<file path="config.mk">
export PLATFORM = sky130hd
export DESIGN_NAME = pmod_tdm_serdes
export DESIGN_NICKNAME = d
export VERILOG_FILES = /design/src/rtl/pmod_audio_pkg.sv /design/src/rtl/pmod_bick_gen.sv /design/src/rtl/pmod_tdm_serdes.sv
export SDC_FILE = /design/constraint.sdc
export NUM_CORES = 1
export LEC_CHECK = 0
export ABC_AREA = 1
export CAP_MARGIN = 20
export CORE_AREA = 2 2 165 167
export CTS_CLUSTER_SIZE = 16
export DETAILED_ROUTE_END_ITERATION = 8
export DIE_AREA = 0 0 167 169
export PLACE_DENSITY = 0.66
export SYNTH_ARGS = -nofsm -noshare
export SYNTH_HDL_FRONTEND = slang
export SYNTH_SLANG_ARGS = --single-unit
</file>
<file path="constraint.sdc">
create_clock -name clk -period 6.3 [get_ports clk]
set_input_delay 1.89 -clock clk [delete_from_list [all_inputs] [get_ports clk]]
set_output_delay 1.89 -clock clk [all_outputs]
set_load 0.005 [all_outputs]
</file>
<file path="src/rtl/pmod_audio_pkg.sv">
// Shared constants, types and helpers for the eurorack-pmod audio path.
package pmod_audio_pkg;

  // Legal slot counts per frame.
  localparam int unsigned ChI2s  = 2;
  localparam int unsigned ChTdm4 = 4;
  localparam int unsigned ChTdm8 = 8;

  // Legal BICK periods per slot.
  localparam int unsigned SlotBits16 = 16;
  localparam int unsigned SlotBits32 = 32;

  // Codec framing mode, consumed by the I2C init sequence.
  typedef enum logic [1:0] {
    ModeI2s,
    ModeTdm128,
    ModeTdm256
  } codec_mode_e;

  // BICK periods per frame.
  function automatic int unsigned frame_bits(input int unsigned channels,
                                             input int unsigned slot_bits);
    return channels * slot_bits;
  endfunction

  function automatic bit cfg_legal(input int unsigned channels, input int unsigned slot_bits);
    return (channels == ChI2s || channels == ChTdm4 || channels == ChTdm8) &&
           (slot_bits == SlotBits16 || slot_bits == SlotBits32);
  endfunction

endpackage

</file>
<file path="src/rtl/pmod_bick_gen.sv">
// BICK/LRCK generator: clk divider plus frame bit counter.
// fall_ev/rise_ev are combinational and flag the clk edge on which bick falls/rises.
module pmod_bick_gen
  import pmod_audio_pkg::*;
#(
  parameter int unsigned CHANNELS  = 4,
  parameter int unsigned SLOT_BITS = 32,
  parameter int unsigned BICK_DIV  = 4
) (
  input  logic                                            clk,
  input  logic                                            rst_n,
  output logic                                            bick,
  output logic                                            lrck,
  output logic                                            fall_ev,
  output logic                                            rise_ev,
  output logic [$clog2(frame_bits(CHANNELS, SLOT_BITS))-1:0] bit_cnt
);

  localparam int unsigned Frame = frame_bits(CHANNELS, SLOT_BITS);
  localparam int unsigned CW    = $clog2(Frame);
  localparam int unsigned DW    = $clog2(BICK_DIV);

  logic [DW-1:0] div_q, div_d;
  logic [CW-1:0] bit_q, bit_d;
  logic          bick_q, lrck_q;

  // Next divider/bit counter state and edge events.
  always_comb begin
    fall_ev = (div_q == DW'(BICK_DIV - 1));
    rise_ev = (div_q == DW'(BICK_DIV / 2 - 1));
    div_d   = fall_ev ? '0 : div_q + DW'(1);
    bit_d   = bit_q;
    if (fall_ev) begin
      bit_d = (bit_q == CW'(Frame - 1)) ? '0 : bit_q + CW'(1);
    end
  end

  // Counters and registered clocks; lrck follows the new bit_cnt so it moves with bick fall.
  always_ff @(posedge clk) begin
    if (!rst_n) begin
      div_q  <= '0;
      bit_q  <= '0;
      bick_q <= 1'b0;
      lrck_q <= 1'b0;
    end else begin
      div_q  <= div_d;
      bit_q  <= bit_d;
      bick_q <= (div_d >= DW'(BICK_DIV / 2));
      lrck_q <= (bit_d >= CW'(Frame / 2));
    end
  end

  assign bick    = bick_q;
  assign lrck    = lrck_q;
  assign bit_cnt = bit_q;

endmodule

</file>
<file path="src/rtl/pmod_tdm_serdes.sv">
// I2S/TDM serial port for the eurorack-pmod codec.
// Optional: define PMOD_TDM_LOOPBACK_EN to add a loopback input that feeds sdout back to RX.
// Period p carries data index (p-1) mod FRAME; the TX bit for the period about to start
// therefore has index equal to the current bit_cnt.
module pmod_tdm_serdes
  import pmod_audio_pkg::*;
#(
  parameter int unsigned W         = 16,
  parameter int unsigned CHANNELS  = 4,
  parameter int unsigned SLOT_BITS = 32,
  parameter int unsigned BICK_DIV  = 4
) (
  input  logic                  clk,
  input  logic                  rst_n,
`ifdef PMOD_TDM_LOOPBACK_EN
  input  logic                  loopback,
`endif
  input  logic [CHANNELS*W-1:0] sample_in,
  output logic [CHANNELS*W-1:0] sample_out,
  output logic                  frame_strobe,
  output logic                  bick,
  output logic                  lrck,
  output logic                  sdout,
  input  logic                  sdin
);

  localparam int unsigned Frame = frame_bits(CHANNELS, SLOT_BITS);
  localparam int unsigned CW    = $clog2(Frame);
  localparam int unsigned NB    = CHANNELS * W;
  localparam int unsigned IW    = $clog2(NB);

  logic          fall_ev, rise_ev;
  logic [CW-1:0] bit_cnt;

  logic [NB-1:0] shadow_q, rx_q, rx_d, sample_out_q, tx_src;
  logic          sdout_q, strobe_q, armed_q;
  logic          frame_ev, load, tx_bit, rx_bit;
  logic [IW-1:0] tx_pos, rx_pos;
  int unsigned   tx_idx, tx_b, rx_idx, rx_b;

  pmod_bick_gen #(
    .CHANNELS (CHANNELS),
    .SLOT_BITS(SLOT_BITS),
    .BICK_DIV (BICK_DIV)
  ) u_bick_gen (
    .clk    (clk),
    .rst_n  (rst_n),
    .bick   (bick),
    .lrck   (lrck),
    .fall_ev(fall_ev),
    .rise_ev(rise_ev),
    .bit_cnt(bit_cnt)
  );

  // TX bit selection, RX bit placement and frame event decode.
  always_comb begin
    frame_ev = fall_ev && (bit_cnt == '0);
    // Frame 0 is a warm-up frame: nothing is latched or presented.
    load     = frame_ev && armed_q;
    // Slot 0 MSB goes out on the same edge sample_in is latched, so bypass the shadow.
    tx_src   = load ? sample_in : shadow_q;
    tx_idx   = 32'(bit_cnt);
    tx_b     = tx_idx % SLOT_BITS;
    tx_pos   = (tx_b < W) ? IW'((tx_idx / SLOT_BITS) * W + (W - 1 - tx_b)) : '0;
    tx_bit   = (tx_b < W) ? tx_src[tx_pos] : 1'b0;

    rx_idx   = (bit_cnt == '0) ? Frame - 1 : 32'(bit_cnt) - 1;
    rx_b     = rx_idx % SLOT_BITS;
    rx_pos   = (rx_b < W) ? IW'((rx_idx / SLOT_BITS) * W + (W - 1 - rx_b)) : '0;
`ifdef PMOD_TDM_LOOPBACK_EN
    rx_bit   = loopback ? sdout_q : sdin;
`else
    rx_bit   = sdin;
`endif
    rx_d     = rx_q;
    if (rise_ev && (rx_b < W)) begin
      rx_d[rx_pos] = rx_bit;
    end
  end

  // Datapath registers; RX buffer is complete before the load since rise precedes fall.
  always_ff @(posedge clk) begin
    if (!rst_n) begin
      shadow_q     <= '0;
      rx_q         <= '0;
      sample_out_q <= '0;
      sdout_q      <= 1'b0;
      strobe_q     <= 1'b0;
      armed_q      <= 1'b0;
    end else begin
      rx_q     <= rx_d;
      strobe_q <= load;
      if (fall_ev) begin
        sdout_q <= tx_bit;
      end
      if (fall_ev && (bit_cnt == CW'(Frame - 1))) begin
        armed_q <= 1'b1;
      end
      if (load) begin
        shadow_q     <= sample_in;
        sample_out_q <= rx_q;
      end
    end
  end

  assign sample_out   = sample_out_q;
  assign frame_strobe = strobe_q;
  assign sdout        = sdout_q;

endmodule

</file>
==> metrics.txt, run 1 <==
Placer Congestion=0.831; hold_buf cts=0; Global Route Usage Sum=16.6%; Worst Setup Path Type=reg2reg; Slew Limit Fails=0; Setup violations, final=0; Antenna diodes=0; Leak=4.37 nW; TritonCTS clock tree=yes; synthesized flop and latch total=204; register area share after synthesis=between 40 and 50%; routed len/inst=14.4 µm; Clock transition at path regs=0.06 ns; Post-DP HPWL=approximately 16000 µm; Fmax=257 MHz; Seq. cell area=between 4000 and 5000 µm²; final WL=about 24000 µm; clock tree buffer depth=3; outcome=completed; Die Span X=around 170 µm; IO buf count=134; TritonCTS Sinks=204; Async S/R FF share, synth=0%; Final Hold Viols=0; initial antenna violation count=0; most frequent cells in the layout=dfxtp_1, nor2_1, nand2_1; Hold Crit Class=reg2reg; area of the multi-input gates=4280 µm²; prevailing post-synth register cell=dfxtp_1; critical path launch point type=flip-flop; final net count=1379; post-CTS setup repair buffer count=0; normalized max-slew margin=32.8%; setup TNS=0 ns; first-pass GRT wire length=39100 µm; RSZ-0062 raised after global routing=false; Post-CTS Resized=0; final setup margin=between 2 and 2.5 ns; maxcap violations=0; row cnt=60; synth warn=0; beginning of the worst hold path=rx_q[12]; Util after Layout=43.2%; Routed Antenna Nets=0; crit path max fanout=47; die area=28200 µm²; layout cells sized above 1=9.31%; vias per inst=4.89; worst-margin pin slew=1.00 ns; worst-skew pair later-pin latency=around 0.50 ns; height of the chip=169 µm; Num CTS Buffers=21; Post-Synthesis Cells=1231; Fill cells=~2600; EDFF count, synth=0; Mapped Area=9340 µm²; DRC errors left=0; H-tree depth=1; syn_area_per_cell=about 7.6 µm²; clock period minus worst slack=~3.9 ns; clk root buf=clkbuf_16; vias post-DR=8131; synthesis-to-finish area growth=22.5%; syn nets=1303; I/O pin cnt=between 100 and 150; CP required=6.65 ns; power per cell area=242 nW/µm²; WP data arrival=4.25 ns; Critical path origin=u_bick_gen.div_q[0]; grt total ovfl=0; Core Area=26500 µm²; Initial DRT Pass Iterations=5; setup slack at placement=between 2 and 2.5 ns; most common cell after layout, fill and taps aside=dfxtp_1; number of global-route vias before repair=7726; Max VDD drop=between 0.0001 and 0.00015 V; reg-to-reg critical path startpoint=u_bick_gen.div_q[0]; pin count of the biggest net entering global routing=72; CP Capture Type=flip-flop; Iteration-0 DRC Markers=654; Initial Util=roughly a third; fin crit share=approximately three fifths; Synth cell types=42; clock skew=0.00959 ns
cell usage after synthesis (12+ instances only):
master | n | area share (%)
dfxtp_1 | 204 | 44
nor2_1 | 199 | 8.0
nand2_1 | 180 | 7.2
nand3_1 | 134 | 7.2
inv_1 | 117 | 4.7
a21oi_1 | 74 | 4.0
o21ai_0 | 70 | 3.8
clkbuf_1 | 51 | 2.0
a311oi_1 | 42 | 3.9
a311oi_2 | 19 | 3.1
nand3b_1 | 19 | 1.5
inv_2 | 15 | 0.60
nor2_4 | 15 | 1.8
buf_2 | 12 | 0.64
where the power goes:
part	leakage (nW)	internal (mW)	total [mW]	switching (mW)
sequential	1.64	1.29	1.30	0.00554
clock	0.365	0.794	1.31	0.515
combinational	2.36	0.0617	0.161	0.0992
total	4.37	2.15	2.77	0.620
critical path, stage by stage (launching register included):
cell	delay (ns)
dfxtp_1	0.36
ha_1	0.26
nand2_1	0.08
clkinv_1	0.50
nand4_4	0.73
inv_2	0.79
nand2_1	0.17
nand3_1	0.11
nand3_1	0.19
nand3_1	0.14
nand3_1	0.09
nand3_1	0.10
nand3_1	0.07
nand3_1	0.09
a21oi_1	0.06
area by class of cell:
class	count	share of cell area (%)
multi-input combinational	801	37.4
sequential	204	35.7
timing repair buffer	140	12.1
clock buffer	26	5.20
inverter	139	4.68
tap	341	3.73
clock inverter	11	1.23
flip-flops by register name, summed over array words and instances, names as in the netlist, named ones only:
name / count
rx_q: 64
u_bick_gen.div_q: 1
sdout: 1
frame_strobe: 1
armed_q: 1
sample_out: 64
u_bick_gen.bit_cnt: 2
shadow_q: 64
u_bick_gen.bick: 1
stage by stage:
stage                     std cells  hold WS (ns)  cell area [µm²]  power [mW]
after floorplan                1231         0.429             9340        1.42
after global placement         1625         0.441            10700        1.49
after detailed placement       1625         0.451            10700        1.49
after CTS                      1662         0.462            11400        2.79
after global routing           1662         0.485            11400        2.86
final                          1662         0.462            11400        2.77
routing by layer:
layer	up-vias	global-route usage [%]	wire length, µm
li1	4168	-	-
met5	-	0	0
met4	0	4.95	440
met1	3753	22.3	11500
met2	182	26.7	10600
met3	28	3.55	1400
kinds of logic after synthesis:
logic type                 after synthesis  synth area share (%)
and+or+nand+nor                        578                  28.9
buffers and inverters                  226                  10.6
AOI/OAI and AO/OA                      212                  15.3
DFF                                    204                  43.7
xor gates and xnor gates                 6                 0.764
adders and majority gates                5                 0.670
final timing paths:
kind,slack (ns),to,cells past startpoint
max,2.40,sdout,14
min,0.46,sample_out[12],2
max reg2reg,2.40,sdout,14
min reg2reg,0.46,sample_out[12],2
Power figures use the tool's default switching activity.
==> run 2: changes to the inputs <==
- PLACE_DENSITY: 0.66 -> 0.68
- clock period: 6.3 -> 3.1 ns (I/O delays scaled with it)
==> run 2 against run 1 <==
Register-to-register slack lost 1.9 ns. Flip-flop and latch count is the same. Clock skew is essentially flat. Count of clock-buffer cells in the layout grew 7. Worst setup slack lost 1.9 ns. Die area is the same. Combinational power grew 120%. Via count grew 2.5%. Critical path type unchanged. Largest power group unchanged. Highest routed layer unchanged.
==> metrics.txt, run 2 (same netlist as run 1, synthesis figures left out) <==
outcome=completed (unchanged); most frequent cells in the layout=dfxtp_1, nor2_1, nand2_1 (unchanged); WP data arrival=2.98 ns (was 4.25 ns); power per cell area=502 nW/µm² (was 242 nW/µm²); critical path launch point type=flip-flop (unchanged); worst-skew pair later-pin latency=0.50 ns (about the same); maxcap violations=0 (unchanged); Initial DRT Pass Iterations=5 (unchanged); Fill cells=2636 (was 2629); DRC errors left=0 (unchanged); number of global-route vias before repair=8003 (was 7726); crit path max fanout=33 (was 47); H-tree depth=1 (unchanged); normalized max-slew margin=54.2% (was 32.8%); TritonCTS Sinks=204 (unchanged); Leak=4.48 nW (was 4.37 nW); setup slack at placement=0.559 ns (was 2.31 ns); synthesis-to-finish area growth=24.5% (was 22.5%); I/O pin cnt=135 (unchanged); Routed Antenna Nets=0 (unchanged); height of the chip=169 µm (unchanged); Final Hold Viols=0 (unchanged); final net count=1394 (was 1379); Placer Congestion=0.866 (was 0.831); clock tree buffer depth=3 (unchanged); routed len/inst=14.9 µm (was 14.4 µm); Min Hold Slack=0.463 ns (was 0.462 ns); Critical path origin=u_bick_gen.bit_cnt[0] (was u_bick_gen.div_q[0]); final WL=25100 µm (was 23900 µm); Post-CTS Resized=0 (unchanged); Slew Limit Fails=0 (unchanged); CP Capture Type=flip-flop (unchanged); Setup violations, final=0 (unchanged); layout cells sized above 1=10.2% (was 9.31%); Clock transition at path regs=0.06 ns (about the same); Post-DP HPWL=16300 µm (was 15700 µm); Iteration-0 DRC Markers=745 (was 654); fin crit share=84.0% (was 61.8%); first-pass GRT wire length=41200 µm (was 39100 µm); Num CTS Buffers=22 (was 21); Die Span X=167 µm (unchanged); IO buf count=134 (unchanged); vias post-DR=8331 (was 8131); pin count of the biggest net entering global routing=132 (was 72); RSZ-0062 raised after global routing=false (unchanged); Max VDD drop=0.000277 V (was 0.000142 V); clock period minus worst slack=2.60 ns (was 3.90 ns); TritonCTS clock tree=yes (unchanged); Initial Util=35.2% (unchanged); Worst Setup Path Type=reg2reg (unchanged); hold_buf cts=0 (unchanged); Antenna diodes=0 (unchanged); Fmax=384 MHz (was 257 MHz); Global Route Usage Sum=17.6% (was 16.6%); setup TNS=0 ns (unchanged); final setup margin=0.497 ns (was 2.40 ns); Util after Layout=43.9% (was 43.2%); Hold Crit Class=reg2reg (unchanged); clock skew=0.00950 ns (was 0.00959 ns); grt total ovfl=0 (unchanged); post-CTS setup repair buffer count=0 (unchanged); die area=28200 µm² (unchanged); CP required=3.47 ns (was 6.65 ns); Core Area=26500 µm² (unchanged); beginning of the worst hold path=rx_q[8] (was rx_q[12]); reg-to-reg critical path startpoint=u_bick_gen.bit_cnt[0] (was u_bick_gen.div_q[0]); clk root buf=clkbuf_16 (unchanged); total power=5.84 mW (was 2.77 mW); most common cell after layout, fill and taps aside=dfxtp_1 (unchanged); worst-margin pin slew=0.686 ns (was 1.00 ns); initial antenna violation count=0 (unchanged); vias per inst=4.96 (was 4.89); row cnt=60 (unchanged)
run 2: worst paths after layout:
check	depth (start not counted)	slack, ns	end
worst min register to register	2	0.46	sample_out[8]
worst min-delay path	2	0.46	sample_out[8]
worst max-delay path	17	0.50	sdout
worst max register to register	17	0.50	sdout
run 2: routing by layer:
metal | track usage [%] | routed length (µm) | vias to the layer above
met4 | 4.54 | 450 | 0
met2 | 27.9 | 11100 | 224
met1 | 24.7 | 12100 | 3867
li1 | - | - | 4210
met5 | 0 | 0 | -
met3 | 2.99 | 1450 | 30
run 2: stage by stage:
step           cell area (µm²)  cells
6_report                 11600   1678
5_1_grt                  11600   1678
4_1_cts                  11600   1678
3_5_place_dp             10800   1639
3_3_place_gp             10800   1639
2_1_floorplan             9340   1231
run 2: critical path, cell delays in order (launching register included):
cell	delay, ns
dfxtp_1	0.32
inv_2	0.18
ha_1	0.20
nand2_2	0.07
inv_1	0.10
nand4_4	0.10
inv_2	0.50
nand2_1	0.16
nand3_1	0.11
nand3_1	0.12
nand2_1	0.12
nand2_1	0.07
nand2_1	0.09
nand2_1	0.05
nand3_1	0.09
nand3_1	0.07
nand3_1	0.07
a21oi_1	0.06
run 2: where the power goes:
| group | switching [mW] | internal, mW | total (mW) | leakage (nW) |
|---|---|---|---|---|
| sequential | 0.00505 | 2.63 | 2.63 | 1.64 |
| clock | 1.06 | 1.79 | 2.85 | 0.398 |
| combinational | 0.218 | 0.138 | 0.356 | 2.44 |
| total | 1.29 | 4.56 | 5.84 | 4.48 |
run 2: area by class of cell:
class	count	area, µm²	share of cell area [%]
clock buffers	33	693	5.96
clock inverters	6	109	0.936
inverters	139	536	4.60
multi-input cells	801	4270	36.7
flip-flops and latches	204	4080	35.1
well taps	341	427	3.67
repair buffers	154	1510	13.0
